File: src/rtl/gray_conv_arbiter.sv
// gray_conv_arbiter: round-robin share of a single binary-to-Gray datapath.
// Winning request is converted and held in one output register, tagged with
// the requester index. valid/ready handshake on every requester and on output.
module gray_conv_arbiter #(
  parameter int NUM_REQ = 4,
  parameter int WIDTH   = 4,
  parameter int ID_W    = 2
) (
  input  logic                     clk,
  input  logic                     rst,
  input  logic [NUM_REQ-1:0]       req_valid,
  input  logic [NUM_REQ*WIDTH-1:0] req_data,
  output logic [NUM_REQ-1:0]       req_ready,
  output logic                     out_valid,
  input  logic                     out_ready,
  output logic [WIDTH-1:0]         out_bin,
  output logic [WIDTH-1:0]         out_gray,
  output logic [ID_W-1:0]          out_id
);

  typedef enum logic {EMPTY = 1'b0, FULL = 1'b1} state_t;

  state_t                        state;
  logic [ID_W-1:0]               ptr;
  logic [NUM_REQ-1:0][WIDTH-1:0] lane_data;
  logic                          can_accept;
  logic                          gnt_any;
  logic [ID_W-1:0]               gnt_idx;
  logic [ID_W:0]                 cand;
  logic                          grant;
  logic [WIDTH-1:0]              sel_bin;

  // Flat bus viewed as one WIDTH-wide lane per requester.
  assign lane_data = req_data;

  // Output slot is free if empty or if its current result drains this cycle.
  assign can_accept = (state == EMPTY) || out_ready;

  // Search from the pointer upward, wrapping at NUM_REQ; first valid wins.
  // Only req_valid and the pointer feed this, never the data lanes.
  always_comb begin
    gnt_any = 1'b0;
    gnt_idx = '0;
    cand    = '0;
    for (int i = 0; i < NUM_REQ; i++) begin
      cand = {1'b0, ptr} + (ID_W+1)'(i);
      if (cand >= (ID_W+1)'(NUM_REQ)) cand = cand - (ID_W+1)'(NUM_REQ);
      if (!gnt_any && req_valid[cand[ID_W-1:0]]) begin
        gnt_any = 1'b1;
        gnt_idx = cand[ID_W-1:0];
      end
    end
  end

  // Reset suppresses grants so nothing is accepted while it is asserted.
  assign grant = !rst && can_accept && gnt_any;

  // One-hot ready for the winner, zero when nothing is granted.
  always_comb begin
    req_ready = '0;
    if (grant) req_ready[gnt_idx] = 1'b1;
  end

  assign sel_bin   = lane_data[gnt_idx];
  assign out_valid = (state == FULL);

  // Two-state output slot: capture on grant, drain on out_ready, else hold.
  always_ff @(posedge clk) begin
    if (rst) begin
      state    <= EMPTY;
      ptr      <= '0;
      out_bin  <= '0;
      out_gray <= '0;
      out_id   <= '0;
    end else if (grant) begin
      state    <= FULL;
      out_bin  <= sel_bin;
      out_gray <= sel_bin ^ (sel_bin >> 1);
      out_id   <= gnt_idx;
      ptr      <= (gnt_idx == ID_W'(NUM_REQ-1)) ? '0 : gnt_idx + 1'b1;
    end else if (out_ready) begin
      state <= EMPTY;
    end
  end

endmodule

File: config.mk
export PLATFORM = sky130hd
export DESIGN_NAME = gray_conv_arbiter
export DESIGN_NICKNAME = d
export VERILOG_FILES = /design/src/rtl/gray_conv_arbiter.sv
export SDC_FILE = /design/constraint.sdc
export NUM_CORES = 1
export LEC_CHECK = 0
export CAP_MARGIN = 20
export CELL_PAD_IN_SITES_DETAIL_PLACEMENT = 1
export CELL_PAD_IN_SITES_GLOBAL_PLACEMENT = 2
export CORE_MARGIN = 1.5
export CORE_UTILIZATION = 20
export CTS_CLUSTER_DIAMETER = 50
export CTS_CLUSTER_SIZE = 28
export DETAILED_ROUTE_END_ITERATION = 8
export GPL_TIMING_DRIVEN = 0
export HOLD_SLACK_MARGIN = 0.15
export PLACE_DENSITY = 0.74
export SLEW_MARGIN = 0
export SYNTH_ARGS = -nofsm -noshare
export SYNTH_HDL_FRONTEND = slang
export SYNTH_SLANG_ARGS = --single-unit
export TNS_END_PERCENT = 1
File: constraint.sdc
create_clock -name clk -period 1.85 [get_ports clk]
set_input_delay 0.2775 -clock clk [delete_from_list [all_inputs] [get_ports clk]]
set_output_delay 0.2775 -clock clk [all_outputs]
set_load 0.01 [all_outputs]
==> summary.md, run 1 <==
| Metric | Value |
|---|---|
| Setup violators final | `12` |
| Gr ovfl total | `0` |
| Final worst slack | `-0.376 ns` |
| FF+latch count, synth | `12` |
| Ant diodes | `0` |
| Core Region | `4350 µm²` |
| Crit path kind | `reg -> out` |
| Avg Inst Size Synth | `8.05 µm²` |
| Post-Route WL | `3150 µm` |
| TritonCTS clock tree | `done` |
| Top sig layer | `met4` |
| Fin crit share | `1.20` |
| Overall power | `0.00133 W` |
| CTS sink count | `12` |
| CTS buffer count | `3` |
| Nature of the critical path endpoint | `output pin` |
| Met3 Routed Length | `124 µm` |
| Worst vdd ir | `251 µV` |
| Met1 Routed Length | `1430 µm` |
| Final Hold Viols | `0` |
| Starting DRT DRC Count | `27` |
| Clock Tree Buf Depth | `2` |
| Initial antenna violation count | `0` |
| Ratio of cells with drive above 1 in the final layout | `0.364` |
| Setup TNS | `-3.16 ns` |
| RSZ-0062 raised after global routing | `yes` |
| Worst min path class | `in -> reg` |
| Required time worst endpoint | `1.57 ns` |
| Pin count of the biggest net entering global routing | `12` |
| FP Rows | `24` |
| Maximum fanout along the worst path | `4` |
| Fin cells | `214` |
| Die X | `70.4 µm` |
| Synth top area cells | `dfxtp_1 (26%), nand2_1 (7.0%), ha_1 (5.5%), a21oi_1 (3.9%), a32oi_2 (3.6%)` |
| Tot GR Track Use | `0.135` |
| Post-synth top area cell | `dfxtp_1` |
| Worst-path clk slew | `0.05 ns` |
| Dpl hpwl | `2320 µm` |
| Worst-margin pin slew | `0.527 ns` |
| Synthesized netlist cell count | `113` |
| Synth top area share | `0.264` |
| # fillers | `504` |
| Slew Limit Fails | `0` |
| Post-DR vias/cell | `4.68` |
| Met2 Routed Length | `1570 µm` |
| Crit path launch type | `register` |
| Final core utilization | `0.369` |
| Synth Cell Area | `910 µm²` |
| Final ANT Viol Nets | `0` |
| Worst relative slew slack | `0.649` |
| Die Ht | `70.4 µm` |
| Period minus WS final | `2.23 ns` |
| Status | `finished, violations left` |
| RD Place Congestion | `0.726` |
| 1st-pass router iterations | `4` |
| Port buffer count | `37` |
| CTS H-tree lvls | `1` |
| Power per cell area | `828 nW/µm²` |
| Seq/Total Area, Yosys | `0.264` |
| Failing checks | `negative setup slack` |
| First-pass GRT wire length | `5330 µm` |
| CTS root buf | `clkbuf_8` |
| Multi-input logic area | `744 µm²` |
| Maximum capacitance violations | `0` |
| Worst path arrival time | `1.95 ns` |
| Placement Setup Slack | `-1.20 ns` |
| Register area | `244 µm²` |
| Leakage | `0.633 nW` |
| Initial Utilization | `0.209` |
| Vias in the first global route | `1074` |
| Drt drc | `0` |
| # nets final | `190` |
| Fmax | `449 MHz` |
| # placed instances | `202` |
| Unique masters post-synth | `38` |
| # IOs | `38` |
| Die area | `4960 µm²` |
| Worst skew pair latency | `0.24 ns` |
| Vias | `1002` |
| Area delta synth->final | `76.6%` |
| Mapped Nets | `140` |
| Synth Warn # | `0` |
| Worst clock skew | `0.000476 ns` |
| Post-CTS Hold Fix Bufs | `0` |
| Routed wire per std cell | `14.7 µm` |
## final timing paths
check	end	start	slack (ns)	cells after the start
worst max-delay path	req_ready[3]	ptr[0]	-0.38	8
worst min-delay path	out_valid	req_valid[0]	0.39	3
worst max register to register	out_gray[2]	ptr[0]	-0.32	8
worst min register to register	out_bin[1]	out_bin[1]	0.46	2
## cells in the mapped netlist
library cell,instances
o32ai_1,2
o21bai_1,1
and3_2,3
nor2b_1,5
a21oi_1,7
inv_1,3
and2_1,4
a211o_2,1
buf_4,1
o21ai_0,2
buf_6,2
nor2_2,1
dfxtp_1,12
a211oi_2,1
ha_1,4
or4_4,1
nor3b_1,4
a21o_1,1
or4b_4,1
and3_1,1
nand2_1,17
a211oi_1,3
nor2b_2,1
and2_2,1
nand3_1,4
a21bo_1,1
xor2_1,2
a221oi_1,2
xnor2_1,1
nor3_1,1
a21bo_2,1
a21boi_1,1
nor4_1,5
clkbuf_1,4
a221o_1,2
nor2_1,7
a21boi_0,1
a32oi_2,2
## cell usage in the layout, fill, tap and decap left out, types with 2 or more instances in the layout
cell type and count:
a221oi_1 2, ha_4 2, a211oi_1 2, a211oi_2 2, buf_4 10, a221o_1 2
xor2_1 2, clkbuf_8 4, ha_2 2, dfxtp_1 11, and3_2 3, buf_6 6
a21boi_1 2, nor2_1 7, nor3b_1 4, nor2b_4 4, a21oi_1 7, clkbuf_1 2
o21ai_0 2, nor4_1 4, clkdlybuf4s15_2 3, nand3_1 4, nand2_1 15, nor2b_1 2
and2_4 5, clkdlybuf4s50_1 29
## metal layers
metal,track usage,up-vias
li1,-,508
met2,0.233,24
met1,0.168,468
met3,0.0274,2
met5,0,-
met4,0.0385,0
## critical path: stages, from the launching register on
cell,delay [ns]
dfxtp_4,0.38
nor2b_4,0.05
or4_4,0.55
buf_6,0.14
and2_4,0.15
inv_4,0.08
ha_4,0.13
and2_4,0.13
buf_6,0.10
## state kept, by name (all words and copies together) (netlist names)
signal     cells
out_valid      1
ptr            2
out_id         2
out_bin        4
out_gray       3
## power breakdown
part           internal (W)  switching, W
clock network      0.000188      0.000102
registers          0.000307     0.0000324
logic              0.000374      0.000327
total              0.000869      0.000461
## area by class of cell
type	count	area share
Sequential cell	12	0.152
Multi-Input combinational cell	91	0.463
Tap cell	52	0.0405
Clock buffer	4	0.0343
Buffer	6	0.0265
Timing Repair Buffer	46	0.275
Inverter	3	0.00857
## cell families after synthesis
family | count (synthesis) | share of synthesized area
and+or+nand+nor | 56 | 0.340
AOI/OAI and AO/OA | 28 | 0.250
DFF | 12 | 0.264
buffers and inverters | 10 | 0.0619
adders and majority gates | 4 | 0.0550
xor gates and xnor gates | 3 | 0.0289
## per-stage QoR
step	instance area [µm²]	hold slack [ns]
global route	1610	0.449
CTS	1550	0.464
floorplan	927	0.349
global placement	1360	0.447
detailed placement	1360	0.457
finish	1610	0.393
## repair_timing
action                                  4_1_cts  5_1_grt
hold endpoints to repair                      0        0
pin swaps                                     3        3
buffers inserted                              7        2
gates cloned                                  0        0
gates resized for setup                      52        9
endpoints found under the setup margin       15       13
(Power assumes the default switching activity.)
==> run 2, diff against run 1 <==
--- a/config.mk
+++ b/config.mk
@@ -9,13 +9,14 @@
 export CELL_PAD_IN_SITES_DETAIL_PLACEMENT = 1
 export CELL_PAD_IN_SITES_GLOBAL_PLACEMENT = 2
 export CORE_MARGIN = 1.5
-export CORE_UTILIZATION = 20
+export CORE_UTILIZATION = 21
+export CTS_BUF_LIST = sky130_fd_sc_hd__clkbuf_8
 export CTS_CLUSTER_DIAMETER = 50
 export CTS_CLUSTER_SIZE = 28
 export DETAILED_ROUTE_END_ITERATION = 8
 export GPL_TIMING_DRIVEN = 0
 export HOLD_SLACK_MARGIN = 0.15
-export PLACE_DENSITY = 0.74
+export PLACE_DENSITY = 0.77
 export SLEW_MARGIN = 0
 export SYNTH_ARGS = -nofsm -noshare
 export SYNTH_HDL_FRONTEND = slang
==> run 2 against run 1 <==
Net effect: total power decreased by 10%; die area down 4.6%; sequential power about the same; via count rose by 0.50%; cell count fell by 1.9%; maximum frequency increased by 1.9%; cell area fell by 5.5%; worst setup slack better by 0.042 ns; the flow still finishes with violations (negative setup slack); first-iteration DRC count is 22% lower.
==> summary.md, run 2 (same netlist as run 1, synthesis figures left out) <==
| Metric | Value |
|---|---|
| Failing checks | `negative setup slack` |
| FF-to-FF Start | `ptr[0]` |
| Status | `finished, violations left` |
| Register area | `244 µm² (unchanged)` |
| Gr ovfl total | `0 (unchanged)` |
| Maximum capacitance violations | `0 (unchanged)` |
| Final ANT Viol Nets | `0 (unchanged)` |
| Worst relative slew slack | `0.666 (+0.0172)` |
| Fmax | `458 MHz (+1.9%)` |
| Required time worst endpoint | `1.57 ns (about the same)` |
| Worst-margin pin slew | `0.501 ns (-0.0258 ns)` |
| Setup crit start | `req_valid[3]` |
| # fillers | `490 (-2.8%)` |
| Port buffer count | `37 (unchanged)` |
| Die Ht | `68.8 µm (-2.3%)` |
| Worst-path clk slew | `0.05 ns (about the same)` |
| Placement Cell Area | `1360 µm² (-0.18%)` |
| WHS | `0.383 ns (-0.00995 ns)` |
| Post-Route WL | `2780 µm (-12%)` |
| Worst vdd ir | `218 µV (-13%)` |
| Vias in the first global route | `1022 (-4.8%)` |
| Fin area | `1520 µm² (-5.5%)` |
| RSZ-0062 raised after global routing | `yes` |
| Period minus WS final | `2.18 ns (-0.0419 ns)` |
| Die area | `4740 µm² (-4.6%)` |
| Reg2reg end | `out_gray[1]` |
| Worst min path class | `in -> reg` |
| Pin count of the biggest net entering global routing | `11 (-1)` |
| Area delta synth->final | `67.0%` |
| Final worst slack | `-0.334 ns (+0.0419 ns)` |
| Post-DR vias/cell | `4.80 (+2.4%)` |
| Post-CTS Hold Fix Bufs | `0 (unchanged)` |
| Top reg by flops | `out_bin` |
| Drt drc | `0 (unchanged)` |
| CTS sink count | `12 (unchanged)` |
| Worst path max stage delay | `0.57 ns (+0.02 ns)` |
| Crit path kind | `in -> out` |
| Slowest-stage cell, CP | `or4b_4` |
| CTS buffer count | `3 (unchanged)` |
| CTS H-tree lvls | `1 (unchanged)` |
| Nature of the critical path endpoint | `output pin` |
| Worst path arrival time | `1.91 ns (-0.04 ns)` |
| Vias | `1007 (+0.50%)` |
| Power per cell area | `785 nW/µm² (-5.3%)` |
| Worst skew pair latency | `0.24 ns (about the same)` |
| TritonCTS clock tree | `done` |
| FP Rows | `23 (-4.2%)` |
| Setup violators final | `12 (unchanged)` |
| Worst clock skew | `0.00282 ns (+0.00234 ns)` |
| # nets final | `189 (-0.53%)` |
| Critical-path cell list | `clkdlybuf4s15_2 > nor2b_4 > or4b_4 > buf_6 > and2_4 > ha_2 > and2_1 > buf_2` |
| Crit path launch type | `primary input` |
| Maximum fanout along the worst path | `4 (unchanged)` |
| R2R Setup Slk | `-0.29 ns (+0.03 ns)` |
| Starting DRT DRC Count | `21 (-22%)` |
| 1st-pass router iterations | `4 (unchanged)` |
| Die X | `68.8 µm (-2.3%)` |
| Initial antenna violation count | `0 (unchanged)` |
| Clock Tree Buf Depth | `2 (unchanged)` |
| Final Hold Viols | `0 (unchanged)` |
| RD Place Congestion | `0.752 (+3.6%)` |
| Depth of the most critical reg-to-reg path | `8 (unchanged)` |
| Dpl hpwl | `2200 µm (-5.0%)` |
| Tot GR Track Use | `0.128 (-0.00710)` |
| CTS root buf | `clkbuf_8` |
| Initial Utilization | `0.223 (+0.0137)` |
| Slew Limit Fails | `0 (unchanged)` |
| Ant diodes | `0 (unchanged)` |
| Fin crit share | `1.18 (-0.0227)` |
| Core Region | `4090 µm² (-6.1%)` |
| Routed wire per std cell | `13.2 µm (-9.9%)` |
| Top flop regs | `out_bin (4), out_gray (3)` |
| Multi-input logic area | `699 µm² (-6.1%)` |
| Commonest non-fill, non-tap cell in the layout | `clkdlybuf4s50_1` |
| Most frequent cells in the layout | `clkdlybuf4s50_1 (29), nand2_1 (16), dfxtp_1 (11), buf_4 (9)` |
| # IOs | `38 (unchanged)` |
| Max reg flops | `4 (unchanged)` |
| Final core utilization | `0.372 (+0.00274)` |
| Setup crit end | `req_ready[2]` |
| First-pass GRT wire length | `4580 µm (-14%)` |
| Leakage | `0.605 nW (-4.5%)` |
| Ratio of cells with drive above 1 in the final layout | `0.319 (-0.0454)` |
[run 2: routing by layer]
metal | global-route usage | vias to the layer above | part of all wire
met5 | 0 | - | 0
met4 | 0.0245 | 0 | 0.010
met3 | 0.0292 | 5 | 0.037
met2 | 0.227 | 23 | 0.52
met1 | 0.157 | 475 | 0.43
li1 | - | 504 | -
[run 2: stage by stage]
stage	setup slack, ns	power, W	setup TNS [ns]	std cells
global route	-0.395	0.00129	-3.72	210
global placement	-1.14	0.000896	-10.89	200
finish	-0.334	0.00119	-2.81	210
floorplan	-0.0441	0.000676	-0.126	113
CTS	-0.346	0.00121	-3.04	210
detailed placement	-1.19	0.000905	-11.51	200
[run 2: how the worst min path moves through the flow]
stage,startpoint,to,slack [ns],depth (start not counted)
floorplan,rst,out_bin[0],0.35,1
global placement,out_id[1],out_id[1],0.45,2
detailed placement,out_id[1],out_id[1],0.46,2
CTS,out_id[1],out_id[1],0.47,2
global route,req_valid[2],out_valid,0.44,3
finish,req_valid[2],out_valid,0.38,3
[run 2: timing repair]
action / CTS / global route
endpoints found under the setup margin: 15 / 13
gates resized for setup: 46 / 6
buffers inserted: 7 / 1
pin swaps: 2 / 1
[run 2: critical path, delay by kind of cell]
kind	cells	cell delay [ns]
buffers and inverters	3	0.55
AND/OR/NAND/NOR	4	0.92
adder cells (fa/ha/maj)	1	0.16
[run 2: power breakdown]
group	internal, W	total, W	switching, W
clock	0.000143	0.000233	0.0000899
sequential	0.000308	0.000340	0.0000323
combinational	0.000332	0.000619	0.000288
[run 2: layout make-up]
type	instances	share of cell area
multi-input combinational	91	0.460
buffer	6	0.0280
tap	50	0.0412
clock buffer	3	0.0272
timing repair buffer	45	0.273
inverter	3	0.00906
sequential	12	0.161
